$ cat config.mk
export PLATFORM = sky130hd
export DESIGN_NAME = mem_wb_pipe_reg
export DESIGN_NICKNAME = d
export VERILOG_FILES = /design/src/rtl/mips_pkg.sv /design/src/rtl/pipe_reg.sv /design/src/rtl/mem_wb_pipe_reg.sv
export SDC_FILE = /design/constraint.sdc
export NUM_CORES = 1
export LEC_CHECK = 0
export ABC_AREA = 1
export ABC_CLOCK_PERIOD_IN_PS = 1090
export BUFFER_PORTS_ARGS = -buffer_cell sky130_fd_sc_hd__buf_4
export CORE_ASPECT_RATIO = 0.5
export CORE_MARGIN = 5
export CORE_UTILIZATION = 48
export DETAILED_ROUTE_END_ITERATION = 12
export PLACE_DENSITY = 0.91
export SLEW_MARGIN = 25
export SYNTH_ARGS = -nofsm -noshare
export SYNTH_HDL_FRONTEND = slang
export SYNTH_HIERARCHICAL = 1
export SYNTH_SLANG_ARGS = --single-unit
$ cat constraint.sdc
create_clock -name Clk -period 1.09 [get_ports Clk]
set_input_delay 0.0545 -clock Clk [delete_from_list [all_inputs] [get_ports Clk]]
set_output_delay 0.0545 -clock Clk [all_outputs]
set_load 0.02 [all_outputs]
$ cat src/rtl/mips_pkg.sv
// rtl/mips_pkg.sv - shared datapath constants and write-back control bundle
//
// Purpose: widths used across the MIPS datapath pipeline registers, plus the
//          packed write-back control group carried from MEM to WB.
// Contents:
//   DATA_W     - width of data paths (read data, HI, LO, zero, ALU result)
//   REG_ADDR_W - width of a register-file address
//   wbCtrl_t   - packed write-back control bits, MSB first as listed
//   WB_CTRL_W  - width of wbCtrl_t

package mips_pkg;

    localparam int DATA_W     = 32;
    localparam int REG_ADDR_W = 5;

    typedef struct packed {
        logic RegWrite;
        logic MoveNotZero;
        logic DontMove;
        logic HiOrLo;
        logic MemToReg;
        logic HiLoToReg;
    } wbCtrl_t;

    localparam int WB_CTRL_W = $bits(wbCtrl_t);

endpackage

$ cat src/rtl/pipe_reg.sv
// rtl/pipe_reg.sv - generic width-parameterized pipeline register
//
// Purpose: WIDTH-bit register with synchronous active-high clear and a
//          capture enable; Enable=0 holds the current value.
// Ports:
//   Clk    in  1      rising-edge clock
//   Reset  in  1      synchronous active-high clear to 0 (beats Enable)
//   Enable in  1      capture D when 1, hold when 0
//   D      in  WIDTH  next value
//   Q      out WIDTH  registered value

module pipe_reg #(
    parameter int WIDTH = 1
) (
    input  logic             Clk,
    input  logic             Reset,
    input  logic             Enable,
    input  logic [WIDTH-1:0] D,
    output logic [WIDTH-1:0] Q
);

    always_ff @(posedge Clk) begin
        if (Reset) begin
            Q <= '0;
        end else if (Enable) begin
            Q <= D;
        end
    end

endmodule

$ cat src/rtl/mem_wb_pipe_reg.sv
// rtl/mem_wb_pipe_reg.sv - MEM/WB pipeline register of the 5-stage MIPS datapath
//
// Purpose: captures memory-stage data results and write-back control bits on
//          each rising Clk edge and presents them to write-back one cycle
//          later. Every output comes straight from a flip-flop.
// Build option: MEM_WB_STALL_EN adds the Stall input (after Reset); with
//          Stall=1 and Reset=0 all outputs hold. Reset beats Stall.
// Ports:
//   Clk, Reset                  in  1           clock, synchronous active-high clear
//   Stall                       in  1           hold request (MEM_WB_STALL_EN only)
//   RegWriteIn .. HiLoToRegIn   in  1 each      write-back control bits
//   RHiIn, RLoIn, ZeroIn,
//   ALUResultIn, ReadDataIn     in  DATA_W      data results
//   WriteAddressIn              in  REG_ADDR_W  destination register
//   *Out                        out             registered copies of the above

module mem_wb_pipe_reg
    import mips_pkg::*;
#(
    parameter int DATA_W     = mips_pkg::DATA_W,
    parameter int REG_ADDR_W = mips_pkg::REG_ADDR_W
) (
    input  logic                  Clk,
    input  logic                  Reset,
`ifdef MEM_WB_STALL_EN
    input  logic                  Stall,
`endif
    input  logic                  RegWriteIn,
    input  logic                  MoveNotZeroIn,
    input  logic                  DontMoveIn,
    input  logic                  HiOrLoIn,
    input  logic                  MemToRegIn,
    input  logic                  HiLoToRegIn,
    input  logic [DATA_W-1:0]     RHiIn,
    input  logic [DATA_W-1:0]     RLoIn,
    input  logic [DATA_W-1:0]     ZeroIn,
    input  logic [DATA_W-1:0]     ALUResultIn,
    input  logic [REG_ADDR_W-1:0] WriteAddressIn,
    input  logic [DATA_W-1:0]     ReadDataIn,
    output logic                  RegWriteOut,
    output logic                  MoveNotZeroOut,
    output logic                  DontMoveOut,
    output logic                  HiOrLoOut,
    output logic                  MemToRegOut,
    output logic                  HiLoToRegOut,
    output logic [DATA_W-1:0]     RHiOut,
    output logic [DATA_W-1:0]     RLoOut,
    output logic [DATA_W-1:0]     ZeroOut,
    output logic [DATA_W-1:0]     ALUResultOut,
    output logic [REG_ADDR_W-1:0] WriteAddressOut,
    output logic [DATA_W-1:0]     ReadDataOut
);

    logic captureEn;

`ifdef MEM_WB_STALL_EN
    assign captureEn = ~Stall;
`else
    assign captureEn = 1'b1;
`endif

    // Control bits travel as one packed group; a cleared group is a bubble.
    wbCtrl_t ctrlIn;
    wbCtrl_t ctrlOut;

    always_comb begin
        ctrlIn             = '0;
        ctrlIn.RegWrite    = RegWriteIn;
        ctrlIn.MoveNotZero = MoveNotZeroIn;
        ctrlIn.DontMove    = DontMoveIn;
        ctrlIn.HiOrLo      = HiOrLoIn;
        ctrlIn.MemToReg    = MemToRegIn;
        ctrlIn.HiLoToReg   = HiLoToRegIn;
    end

    pipe_reg #(.WIDTH(WB_CTRL_W)) uCtrl (
        .Clk(Clk), .Reset(Reset), .Enable(captureEn),
        .D(ctrlIn), .Q(ctrlOut)
    );

    assign RegWriteOut    = ctrlOut.RegWrite;
    assign MoveNotZeroOut = ctrlOut.MoveNotZero;
    assign DontMoveOut    = ctrlOut.DontMove;
    assign HiOrLoOut      = ctrlOut.HiOrLo;
    assign MemToRegOut    = ctrlOut.MemToReg;
    assign HiLoToRegOut   = ctrlOut.HiLoToReg;

    pipe_reg #(.WIDTH(DATA_W)) uRHi (
        .Clk(Clk), .Reset(Reset), .Enable(captureEn),
        .D(RHiIn), .Q(RHiOut)
    );

    pipe_reg #(.WIDTH(DATA_W)) uRLo (
        .Clk(Clk), .Reset(Reset), .Enable(captureEn),
        .D(RLoIn), .Q(RLoOut)
    );

    pipe_reg #(.WIDTH(DATA_W)) uZero (
        .Clk(Clk), .Reset(Reset), .Enable(captureEn),
        .D(ZeroIn), .Q(ZeroOut)
    );

    pipe_reg #(.WIDTH(DATA_W)) uALUResult (
        .Clk(Clk), .Reset(Reset), .Enable(captureEn),
        .D(ALUResultIn), .Q(ALUResultOut)
    );

    pipe_reg #(.WIDTH(REG_ADDR_W)) uWriteAddress (
        .Clk(Clk), .Reset(Reset), .Enable(captureEn),
        .D(WriteAddressIn), .Q(WriteAddressOut)
    );

    pipe_reg #(.WIDTH(DATA_W)) uReadData (
        .Clk(Clk), .Reset(Reset), .Enable(captureEn),
        .D(ReadDataIn), .Q(ReadDataOut)
    );

endmodule

==> results by group <==
Outcome
  – Status: complete, no violations

Floorplanning
  – Overall die area: 17600 um2
  – Core Area: 14500 um2
  – X dimension of the die: 183 um
  – Boundary Pins: 344
  – # rows: 31
  – Effective utilization at floorplan: 49.2%
  – Die H: 96.3 um

Global routing
  – Remaining Overflow, GRT: 0
  – Number of antenna violations at the first check in global routing: 1
  – Largest net degree at the start of global routing: 65
  – Global-route wire length before repair: 41500 um
  – Overall routing resource usage: 29.4%
  – Number of global-route vias before repair: 8705

Route
  – Post-route DRC violation count: 0
  – DRC violation total after the first TritonRoute iteration: 510
  – DR vias: 8392
  – Wirelength, routed: 27200 um
  – Post-DR vias/cell: 4.68
  – Number of nets with antenna violations after routing: 0
  – Initial DRT Pass Iterations: 7
  – Routed length per placed instance: 15.1 um

Clocking
  – Clock Pin Slew Worst Setup and Hold Paths: 70 ps
  – Clock sinks: 171
  – Level count of the clock H-tree: 4
  – CTS tree: built
  – Clock root cell: sky130_fd_sc_hd__clkbuf_16
  – CTS Buf Count: 17
  – Maximum buffer depth of the clock tree: 2

Place
  – Final weighted congestion in routability-driven placement: 0.861
  – DP Wirelength: 15300 um
  – Count of input and output buffers: 343

STA
  – Setup repair after global routing missed its margin: false
  – Max-slew violations: 0
  – Final worst path period share: 92.8%
  – Number of failing setup endpoints in the final timing report: 0
  – Clock period minus final worst setup slack: 1010 ps
  – Timing-limited maximum frequency: 0.989 GHz
  – Final hold vios: 0
  – Setup TNS: 0 ps

Logic synthesis
  – Share of synthesized area spent on multiplexers: 0%
  – Main combinational cell family by area after synthesis: simple AND/OR/NAND/NOR gates
  – Complex-gate fraction of the synthesized area: 0%
  – Number of library cell types mapped by synthesis: 7
  – Synth Area in Simple Gates: 35.9%
  – Average cell area after synthesis: 6.59 um2
  – Sequential-to-total area share from yosys stat: 47.8%
  – Number of synthesized register bits: 171
  – YS warnings: 6
  – Post-synthesis cell count: 1086
  – Area of the mapped netlist: 7150 um2
  – XOR/XNOR Fraction of Synth Area: 0%
  – Share of synthesized cell area in full adder, half adder and majority cells: 0%

Power and ir drop
  – Logic gate share of total power: 21.3%
  – Clk network pwr share: 37.3%
  – Power density over cell area: 1410 nW/um2
  – Maximum ir drop on the vdd rail: 0.000944 V
  – Internal cell power: 12.1 mW
  – Net switching power of the design: 4.74 mW
  – Sequential group share of total power: 41.3%
  – Static leakage: 6.75 nW
  – Switching portion of total power: 28.1%
  – Tot Pwr: 16.8 mW

Finish
  – Post-route core utilization: 82.1%
  – Area growth, synth to finish: 66.9%
  – Number of filler cells placed in the layout: 806
  – Layout cell share with drive strength beyond 1: 23.8%
  – Final layout net count: 1754

Setup path
  – Slowest cell on the critical path: sky130_fd_sc_hd__dfxtp_1
  – Buffers and inverters on the worst path: 1
  – Worst-path maximum fanout: 2
  – Max incr delay on CP: 380 ps
  – Data required time at the worst endpoint: 1040 ps
  – Series of cell instances along the critical path: buf_4
  – Startpoint type of the worst setup path: register
  – Category of the critical setup timing path: register to output pin
  – Largest delay share family, worst path: flip-flops
  – Critical Path End Type: output pin
  – WP data arrival: 960 ps

Min path
  – Type of the worst min-delay path: input pin to register

Run
  – Max-cap viol count: 0
-- routing by layer --
metal  global-route usage [%]  share of wire [%]  up-vias
met3                     7.17                6.8      168
met1                     28.1                 34     3729
met2                     56.2                 53      461
met4                     22.0                6.6        0
met5                        0                  0        -
li1                         -                  -     4034
-- synth_stat cells --
library cell,number,area share [%]
sky130_fd_sc_hd__dfxtp_1,171,48
sky130_fd_sc_hd__inv_1,178,9.3
sky130_fd_sc_hd__nand2_1,342,18
sky130_fd_sc_hd__nor2_1,342,18
sky130_fd_sc_hd__conb_1,1,0.052
sky130_fd_sc_hd__buf_2,15,1.0
sky130_fd_sc_hd__buf_6,37,5.8
-- final timing paths --
path	startpoint	endpoint	slack, ps	depth (start not counted)
hold / removal	Reset	uWriteAddress/Q[2]$_SDFFE_PP0P_	60	4
setup / recovery	uReadData/Q[13]$_SDFFE_PP0P_	ReadDataOut[13]	80	1
-- through the flow --
step                      cells  cell area [um2]  hold slack, ps  worst slack (ps)
final                      1793            11900            58.5              78.6
after detailed placement   1589             9610             345               221
after global placement     1589             9610             335               305
after floorplan            1094             7180             236               588
after global routing       1793            11900            83.1              55.4
after CTS                  1792            11900            45.9              65.8
-- cell usage in the layout, fill, tap and decap left out --
master	synthesis	layout
sky130_fd_sc_hd__inv_8	0	3
sky130_fd_sc_hd__clkinvlp_4	0	1
sky130_fd_sc_hd__clkbuf_16	0	17
sky130_fd_sc_hd__bufinv_16	0	3
sky130_fd_sc_hd__diode_2	0	1
sky130_fd_sc_hd__buf_4	0	345
sky130_fd_sc_hd__nand2_1	342	342
sky130_fd_sc_hd__dlygate4sd3_1	0	171
sky130_fd_sc_hd__clkinv_4	0	4
sky130_fd_sc_hd__conb_1	1	9
sky130_fd_sc_hd__nor2_1	342	342
sky130_fd_sc_hd__inv_6	0	2
sky130_fd_sc_hd__dfxtp_1	171	171
sky130_fd_sc_hd__buf_12	0	4
sky130_fd_sc_hd__clkbuf_1	0	2
sky130_fd_sc_hd__inv_1	178	178
-- power groups by stage --
stage	clock [mW]	sequential, mW	combinational (mW)
finish	6.29	6.96	3.59
global route	6.70	7.00	3.85
CTS	6.43	6.93	3.37
detailed placement	0	7.07	2.86
global placement	0	7.04	2.80
floorplan	0	7.57	1.11
-- layout make-up --
| type | instances | area (um2) | area share, % |
|---|---|---|---|
| diodes | 1 | 2.50 | 0.0210 |
| clock buffers | 19 | 433 | 3.63 |
| clock inverters | 13 | 184 | 1.54 |
| inverters | 178 | 668 | 5.60 |
| multi-input cells | 693 | 2600 | 21.8 |
| flip-flops and latches | 171 | 3420 | 28.7 |
| well taps | 198 | 248 | 2.07 |
| repair buffers | 520 | 4380 | 36.7 |
-- timing repair --
item,4_1_cts,5_1_grt
endpoints found under the hold margin,171,0
endpoints found under the setup margin,0,0
hold buffers,171,0
resized for setup,0,0
setup buffers,0,0
-- cells by family after synthesis --
kind of cell,count (synthesis)
and+or+nand+nor,684
DFF,171
buffers and inverters,230
other,1
-- state kept, by name, summed over array words and instances, names as in the netlist --
register / count
uALUResult/Q: 32
uRHi/Q: 32
uRLo/Q: 32
uReadData/Q: 32
uZero/Q: 32
uCtrl/Q: 6
uWriteAddress/Q: 5
Note: power is estimated with default switching activity, not from simulation.
